`src/rtl/ds1302_poll_ctrl.sv`:
```
// Polls a DS1302 RTC engine for time, validates BCD and publishes the time; forwards time-set requests.
// Latency: time_* and sec_tick/bcd_err update 2 cycles after read_time_ack.
// Backpressure: requests are level-held until acked or abandoned after TIMEOUT_CYCLES cycles.
module ds1302_poll_ctrl #(
    parameter int unsigned POLL_CYCLES    = 5000000,
    parameter int unsigned TIMEOUT_CYCLES = 1000000
) (
    input  logic       sysclk,
    input  logic       rst,
    input  logic       set_req,
    input  logic [7:0] set_second,
    input  logic [7:0] set_minute,
    input  logic [7:0] set_hour,
    input  logic [7:0] set_date,
    input  logic [7:0] set_month,
    input  logic [7:0] set_week,
    input  logic [7:0] set_year,
    output logic       write_time_req,
    input  logic       write_time_ack,
    output logic [7:0] write_second,
    output logic [7:0] write_minute,
    output logic [7:0] write_hour,
    output logic [7:0] write_date,
    output logic [7:0] write_month,
    output logic [7:0] write_week,
    output logic [7:0] write_year,
    output logic       read_time_req,
    input  logic       read_time_ack,
    input  logic [7:0] read_second,
    input  logic [7:0] read_minute,
    input  logic [7:0] read_hour,
    input  logic [7:0] read_date,
    input  logic [7:0] read_month,
    input  logic [7:0] read_week,
    input  logic [7:0] read_year,
    output logic [7:0] time_second,
    output logic [7:0] time_minute,
    output logic [7:0] time_hour,
    output logic [7:0] time_date,
    output logic [7:0] time_month,
    output logic [7:0] time_week,
    output logic [7:0] time_year,
    output logic       time_valid,
    output logic       sec_tick,
    output logic       bcd_err,
    output logic       timeout_err,
    output logic       busy
);

    localparam logic [1:0] IDLE   = 2'd0;
    localparam logic [1:0] WR_REQ = 2'd1;
    localparam logic [1:0] RD_REQ = 2'd2;
    localparam logic [1:0] CHECK  = 2'd3;

    localparam logic [31:0] POLL_RELOAD = 32'(POLL_CYCLES - 1);
    localparam logic [31:0] TMO_LAST    = 32'(TIMEOUT_CYCLES - 1);

    logic [1:0]  state;
    logic [1:0]  state_nxt;
    logic [31:0] poll_cnt;
    logic [31:0] tmo_cnt;
    logic        poll_due;
    logic        set_pend;
    logic [7:0]  stg_second, stg_minute, stg_hour, stg_date, stg_month, stg_week, stg_year;
    logic        poll_exp;
    logic        tmo_hit;
    logic        wr_done;
    logic        rd_done;
    logic        stg_ok;
    logic [7:0]  new_second;

    function automatic logic bcd_ok(input logic [7:0] v);
        return (v[7:4] <= 4'd9) && (v[3:0] <= 4'd9);
    endfunction

    assign write_time_req = (state == WR_REQ);
    assign read_time_req  = (state == RD_REQ);
    assign busy           = (state != IDLE);

    assign poll_exp   = (poll_cnt == 32'd0);
    assign tmo_hit    = (tmo_cnt == TMO_LAST);
    assign wr_done    = (state == WR_REQ) && write_time_ack;
    assign rd_done    = (state == RD_REQ) && read_time_ack;
    assign new_second = {1'b0, stg_second[6:0]};

    // Control bits in second[7] and hour[7:6] are not part of the BCD value.
    assign stg_ok = bcd_ok(new_second) && bcd_ok(stg_minute) &&
                    bcd_ok({2'b00, stg_hour[5:0]}) && bcd_ok(stg_date) &&
                    bcd_ok(stg_month) && bcd_ok(stg_year) &&
                    (stg_week >= 8'd1) && (stg_week <= 8'd7);

    always_comb begin
        state_nxt = state;
        case (state)
            IDLE: begin
                if (set_pend)      state_nxt = WR_REQ;
                else if (poll_due) state_nxt = RD_REQ;
            end
            WR_REQ: begin
                if (write_time_ack) state_nxt = RD_REQ;
                else if (tmo_hit)   state_nxt = IDLE;
            end
            RD_REQ: begin
                if (read_time_ack) state_nxt = CHECK;
                else if (tmo_hit)  state_nxt = IDLE;
            end
            default: state_nxt = IDLE;
        endcase
    end

    always_ff @(posedge sysclk or posedge rst) begin
        if (rst) begin
            state       <= IDLE;
            poll_cnt    <= POLL_RELOAD;
            poll_due    <= 1'b0;
            set_pend    <= 1'b0;
            tmo_cnt     <= 32'd0;
            timeout_err <= 1'b0;
        end else begin
            state       <= state_nxt;
            poll_cnt    <= poll_exp ? POLL_RELOAD : poll_cnt - 32'd1;
            // An expiry coinciding with RD_REQ entry is kept so no poll is lost.
            if (poll_exp)
                poll_due <= 1'b1;
            else if (state_nxt == RD_REQ && state != RD_REQ)
                poll_due <= 1'b0;
            if (set_req && state != WR_REQ)
                set_pend <= 1'b1;
            else if (wr_done)
                set_pend <= 1'b0;
            if (state_nxt == state && (state == WR_REQ || state == RD_REQ))
                tmo_cnt <= tmo_cnt + 32'd1;
            else
                tmo_cnt <= 32'd0;
            timeout_err <= tmo_hit && ((state == WR_REQ && !write_time_ack) ||
                                       (state == RD_REQ && !read_time_ack));
        end
    end

    always_ff @(posedge sysclk or posedge rst) begin
        if (rst) begin
            write_second <= 8'h00;
            write_minute <= 8'h00;
            write_hour   <= 8'h00;
            write_date   <= 8'h00;
            write_month  <= 8'h00;
            write_week   <= 8'h00;
            write_year   <= 8'h00;
        end else if (set_req && state != WR_REQ) begin
            write_second <= set_second;
            write_minute <= set_minute;
            write_hour   <= set_hour;
            write_date   <= set_date;
            write_month  <= set_month;
            write_week   <= set_week;
            write_year   <= set_year;
        end
    end

    always_ff @(posedge sysclk or posedge rst) begin
        if (rst) begin
            stg_second <= 8'h00;
            stg_minute <= 8'h00;
            stg_hour   <= 8'h00;
            stg_date   <= 8'h00;
            stg_month  <= 8'h00;
            stg_week   <= 8'h00;
            stg_year   <= 8'h00;
        end else if (rd_done) begin
            stg_second <= read_second;
            stg_minute <= read_minute;
            stg_hour   <= read_hour;
            stg_date   <= read_date;
            stg_month  <= read_month;
            stg_week   <= read_week;
            stg_year   <= read_year;
        end
    end

    always_ff @(posedge sysclk or posedge rst) begin
        if (rst) begin
            time_second <= 8'h00;
            time_minute <= 8'h00;
            time_hour   <= 8'h00;
            time_date   <= 8'h00;
            time_month  <= 8'h00;
            time_week   <= 8'h00;
            time_year   <= 8'h00;
            time_valid  <= 1'b0;
            sec_tick    <= 1'b0;
            bcd_err     <= 1'b0;
        end else begin
            sec_tick <= 1'b0;
            bcd_err  <= 1'b0;
            if (state == CHECK) begin
                if (stg_ok) begin
                    time_second <= new_second;
                    time_minute <= stg_minute;
                    time_hour   <= {2'b00, stg_hour[5:0]};
                    time_date   <= stg_date;
                    time_month  <= stg_month;
                    time_week   <= stg_week;
                    time_year   <= stg_year;
                    time_valid  <= 1'b1;
                    sec_tick    <= (new_second != time_second) || !time_valid;
                end else begin
                    bcd_err <= 1'b1;
                end
            end
        end
    end

endmodule

```
`config.mk`:
```
export PLATFORM = sky130hd
export DESIGN_NAME = ds1302_poll_ctrl
export DESIGN_NICKNAME = d
export VERILOG_FILES = /design/src/rtl/ds1302_poll_ctrl.sv
export SDC_FILE = /design/constraint.sdc
export NUM_CORES = 1
export LEC_CHECK = 0
export BUFFER_PORTS_ARGS = -buffer_cell sky130_fd_sc_hd__buf_2
export CAP_MARGIN = 20
export CORE_UTILIZATION = 58
export DETAILED_ROUTE_END_ITERATION = 8
export GPL_ROUTABILITY_DRIVEN = 0
export HOLD_SLACK_MARGIN = 0.15
export MAX_ROUTING_LAYER = met4
export PLACE_DENSITY = 0.82
export SETUP_SLACK_MARGIN = 0.15
export SYNTH_ARGS = -nofsm -noshare
export SYNTH_HDL_FRONTEND = slang
export SYNTH_SLANG_ARGS = --single-unit
export TNS_END_PERCENT = 20
```
`constraint.sdc`:
```
create_clock -name sysclk -period 12.9 [get_ports sysclk]
set_clock_uncertainty 0.2 [all_clocks]
set_input_delay 1.29 -clock sysclk [delete_from_list [all_inputs] [get_ports sysclk]]
set_output_delay 1.29 -clock sysclk [all_outputs]
set_load 0.005 [all_outputs]
```
Word level (Yosys, flattened, before mapping). Index checks and enable logic that the tools add are counted.

Bits in registers: 234. Latch bits: 0. RAM bits: 0. Memory bits (read-only): 0. Output and inout port bits: 119. Word-level logic and storage cells: 104. Memories: 0.

$add $sub $neg: 2. Multipliers: 0. Divide/modulo/power cells: 0. Magnitude comparators: 14. Eq/ne operators: 9. Shift-type cells: 0. Muxes and demuxes: 16. Bitwise logic cells: 0. Reductions and logical operators: 33.

Operator list (count): two-way mux 32 bit (2); less-or-equal comparator 4 bit (second input constant) (10); adder 32 x 1 -> 32 bit (second input constant) (1); == test 32 x 20 -> 1 bit (second input constant) (1); logical NOT 32 bit (1); subtractor 32 x 1 -> 32 bit (second input constant) (1); logical AND 1 bit (21); two-way mux 2 bit (5); >= comparator 8 x 1 -> 1 bit (second input constant) (1); less-or-equal comparator 8 x 3 -> 1 bit (second input constant) (1); two-way mux 1 bit (8); inequality test 7 bit (1); == test 2 bit (second input constant) (3); case mux 2 bit (3 select lines) (1); nonzero test 2 bit (3); less-or-equal comparator 2 x 4 -> 1 bit (second input constant) (1); less-or-equal comparator 3 x 4 -> 1 bit (second input constant) (1); logical NOT 1 bit (3); logical OR 1 bit (3); == test 2 x 1 -> 1 bit (second input constant) (1); == test 2 bit (1); logical NOT 2 bit (1); inequality test 2 x 1 -> 1 bit (second input constant) (1); inequality test 2 bit (second input constant) (1); AND reduction 2 bit (1).

Depth between registers and ports, before layout.
Word-level depth: 11. Mapped depth: 8. Mapped depth without buffers: 7.

Worst setup path after synthesis. Ideal clock, no wire load.

Path type: in2reg. Start point: input set_req. End point: register write_date[0]. Arrival: 2.467 ns. Data required time: 12.575 ns. Path slack: 10.108 ns. Cell stages on the path: 4. Buffers on the path: 2. Path through: nor2b_1 > clkbuf_1 > clkbuf_1 > mux2_2.

Longest elaborated chain between the ends: 1.

Ends and longest elaborated chain: start, declared (line 10) `input logic set_req,`; logical AND 1 bit (line 149) `end else if (set_req && state != WR_REQ) begin`; end signal, assigned (line 153) `write_date <= set_date;`; end, declared (line 23) `output logic [7:0] write_date,`.

Every way passes these cells. A chain may end at the register's enable or synchronous reset.

Worst setup path in the final report.
Start point: register state[1]. End point: output write_time_req.

Longest elaborated chain between the ends: 1.

Ends and longest elaborated chain: start, declared (line 58) `logic [1:0] state;`; start signal, assigned (line 120) `state <= state_nxt;`; == test 2 x 1 -> 1 bit (line 76) `assign write_time_req = (state == WR_REQ);`; end, declared (line 18) `output logic write_time_req,`.

Every way passes these cells.

==> flow_metrics.tcl <==
set metrics [dict create \
    power.density_nw_per_um2 193 \
    insertion_delay_ns 0.53 \
    syn_inst 756 \
    fillers 1144 \
    crit_path_cell_trace "inv_1, ha_1, buf_2" \
    crit_path_start "state[1]" \
    antenna_found_initial 1 \
    cts-buffers-inserted 25 \
    drv_cap 0 \
    cts_tree "done" \
    grt_pass1_wl_um 34400 \
    required_ns 11.41 \
    power.switching_uw 689 \
    avgViaCountPerCell 5.50 \
    critPathSlowestCell "dfrtp_1" \
    mostFrequentLayoutCell "buf_2" \
    netlist_area_um2 9980 \
    cts_root_buf "clkbuf_16" \
    p_leak_nw 5.84 \
    async_flop_share_pct 100 \
    internal-power_mw 1.65 \
    htree_levels 1 \
    slew_headroom_pct 21.2 \
    ys_types 55 \
    rows 47 \
    tightestPinTransition_ns 1.17 \
    clk_path_buf_depth 3 \
    die_h_um 133 \
    status "finished clean" \
    comb_power_share_pct 25.5 \
    grtUsageTotal_pct 24.7 \
    drt_wl_total_um 20700 \
    startpoint_type "flip-flop" \
    tns_ns 0 \
    arrival_ns 1.68 \
    fmax_mhz 315 \
    utilization_pct 72.6 \
    max_stage_delay_ns 0.45 \
    hp-start "poll_cnt[0]" \
    pwr-share-seq_pct 45.1 \
    hold_class "reg -> reg" \
    clk_pin_slew_worst_paths_ns 0.06 \
    initial_core_util_pct 59.8 \
    hold_violations 0 \
    hold_buffers 0 \
    synth_edf_count 0 \
    ys_seq_area_share_pct 58.8 \
    post-route-period-util_pct 24.6 \
    wl_per_cell_um 16.9 \
    cts_resized 0 \
    swShare_pct 29.4 \
    overflow 0 \
    core_um2 16700 \
    drive_above_1_share_pct 46.4 \
    mostFrequentLayoutCells "buf_2 (229), dfrtp_1 (221), mux2_2 (158), nor3_1 (41), xnor2_1 (37)" \
    grt_max_degree 156 \
    reg.largest.list "poll_cnt: 32 flops, tmo_cnt: 32 flops" \
    path_class "reg -> out" \
    min_period_ns 3.17 \
    detailedPlacementHpwl_um 13800 \
    yosys_warnings 0 \
    ios 236 \
    dieArea_um2 17700 \
    clockPowerShare_pct 29.4 \
    finalNetCount 1114 \
    drcViolationCount 0 \
    synth_ff_type "dfrtp_1" \
    die_w_um 133 \
    vias 6759 \
    finalSetupViolCount 0 \
    first_iter_violations 296 \
    crit_fanout 6 \
    post_cts_buffers 0 \
    slew_viol_final 0 \
    rsz0062_at_grt "no" \
    endpoint_kind "primary output" \
    cts.sinks 234 \
    ys_ff_latch 234 \
    io_buffer_count 229 \
    area_growth_syn_to_layout_pct 21.4 \
    ant_nets 0 \
    synth_area_per_cell_um2 13.2 \
    grt_pass1_vias 7137 \
    worstReg2RegStart "stg_year[5]" \
    first_pass_iters 4 \
    ir_drop_mv 0.126 \
]
-- power groups by stage --
| stage | logic, mW | registers [mW] | clock network (mW) |
|---|---|---|---|
| 6_report | 0.597 | 1.06 | 0.688 |
| 5_1_grt | 0.655 | 1.08 | 0.731 |
| 4_1_cts | 0.602 | 1.06 | 0.704 |
| 3_5_place_dp | 0.598 | 1.07 | 0 |
| 3_3_place_gp | 0.582 | 1.05 | 0 |
| 2_1_floorplan | 0.376 | 1.05 | 0 |
-- cell families (layout without fill, tap and decap cells) --
family / count (synthesis) / count (layout) / share of synthesized area (%)
AOI/OAI and AO/OA: 32 / 32 / 2.01
muxes: 158 / 158 / 17.8
xor gates and xnor gates: 64 / 64 / 5.62
buffers and inverters: 43 / 292 / 2.26
and+or+nand+nor: 216 / 216 / 12.4
other: 1 / 4 / 0.0376
DFF: 234 / 234 / 58.8
adders and majority gates: 8 / 8 / 1.00
-- worst max-delay path: cells and delay by family (launching register included) --
| kind | cells | cell delay, ns |
|---|---|---|
| flip-flops | 1 | 0.45 |
| buffers and inverters | 2 | 0.34 |
| adder cells (fa/ha/maj) | 1 | 0.36 |
-- routing by layer --
metal	track usage, %	share of wire [%]
met5	-	0
met4	5.30	1.5
met3	3.96	6.3
met2	41.6	49
met1	31.7	43
-- path summary, 6_finish.rpt --
| path | to | slack [ns] | cells past startpoint |
|---|---|---|---|
| worst max-delay path | write_time_req | 9.73 | 3 |
| worst min-delay path | poll_cnt[0] | 0.27 | 1 |
| worst max register to register | time_hour[2] | 9.95 | 6 |
| worst min register to register | poll_cnt[0] | 0.27 | 1 |
| max in group asynchronous | time_month[4] | 10.17 | 4 |
| min in group asynchronous | write_second[4] | 0.51 | 2 |
-- synth_stat cells (4+ instances only) --
master      n  area [µm²]
mux2_2    158        1780
and2_1      6        37.5
nor3_1     41         205
clkbuf_1   19        71.3
o21ai_0    12        60.1
nand3_1    18        90.1
nor4_2      5        62.6
inv_1      11        41.3
nor2_1     36         135
buf_2       4        20.0
dfstp_2    13         342
a21o_1      4        30.0
ha_1        8         100
nor3b_1     4        30.0
and3_1      5        31.3
nor4_1     17         106
nand2_1    29         109
and4_1      4        35.0
dfrtp_1   221        5530
xor2_1     27         236
a21oi_1     6        30.0
xnor2_1    37         324
nand4_1    16         100
nor2b_1     5        31.3
-- through the flow --
| step | worst slack, ns | std cells | cell area [µm²] | total power, mW | hold WS [ns] |
|---|---|---|---|---|---|
| after floorplan | 5.01 | 758 | 9990 | 1.42 | 0.233 |
| after global placement | 9.43 | 1181 | 11300 | 1.64 | 0.243 |
| after detailed placement | 9.45 | 1181 | 11300 | 1.66 | 0.262 |
| after CTS | 9.72 | 1226 | 12100 | 2.36 | 0.275 |
| after global routing | 9.65 | 1228 | 12100 | 2.47 | 0.298 |
| final | 9.73 | 1228 | 12100 | 2.34 | 0.273 |
-- area by class of cell --
type                            count  area [µm²]  share of cell area (%)
Sequential cell                   234        5870                    48.4
Multi-Input combinational cell    481        3910                    32.2
Timing Repair Buffer              236        1220                    10.1
Clock buffer                       40         732                    6.04
Tap cell                          220         275                    2.27
Clock inverter                      5        65.1                   0.537
Inverter                           11        48.8                   0.403
Antenna cell                        1        2.50                  0.0206
No activity file was read; power rests on OpenSTA's default activity.
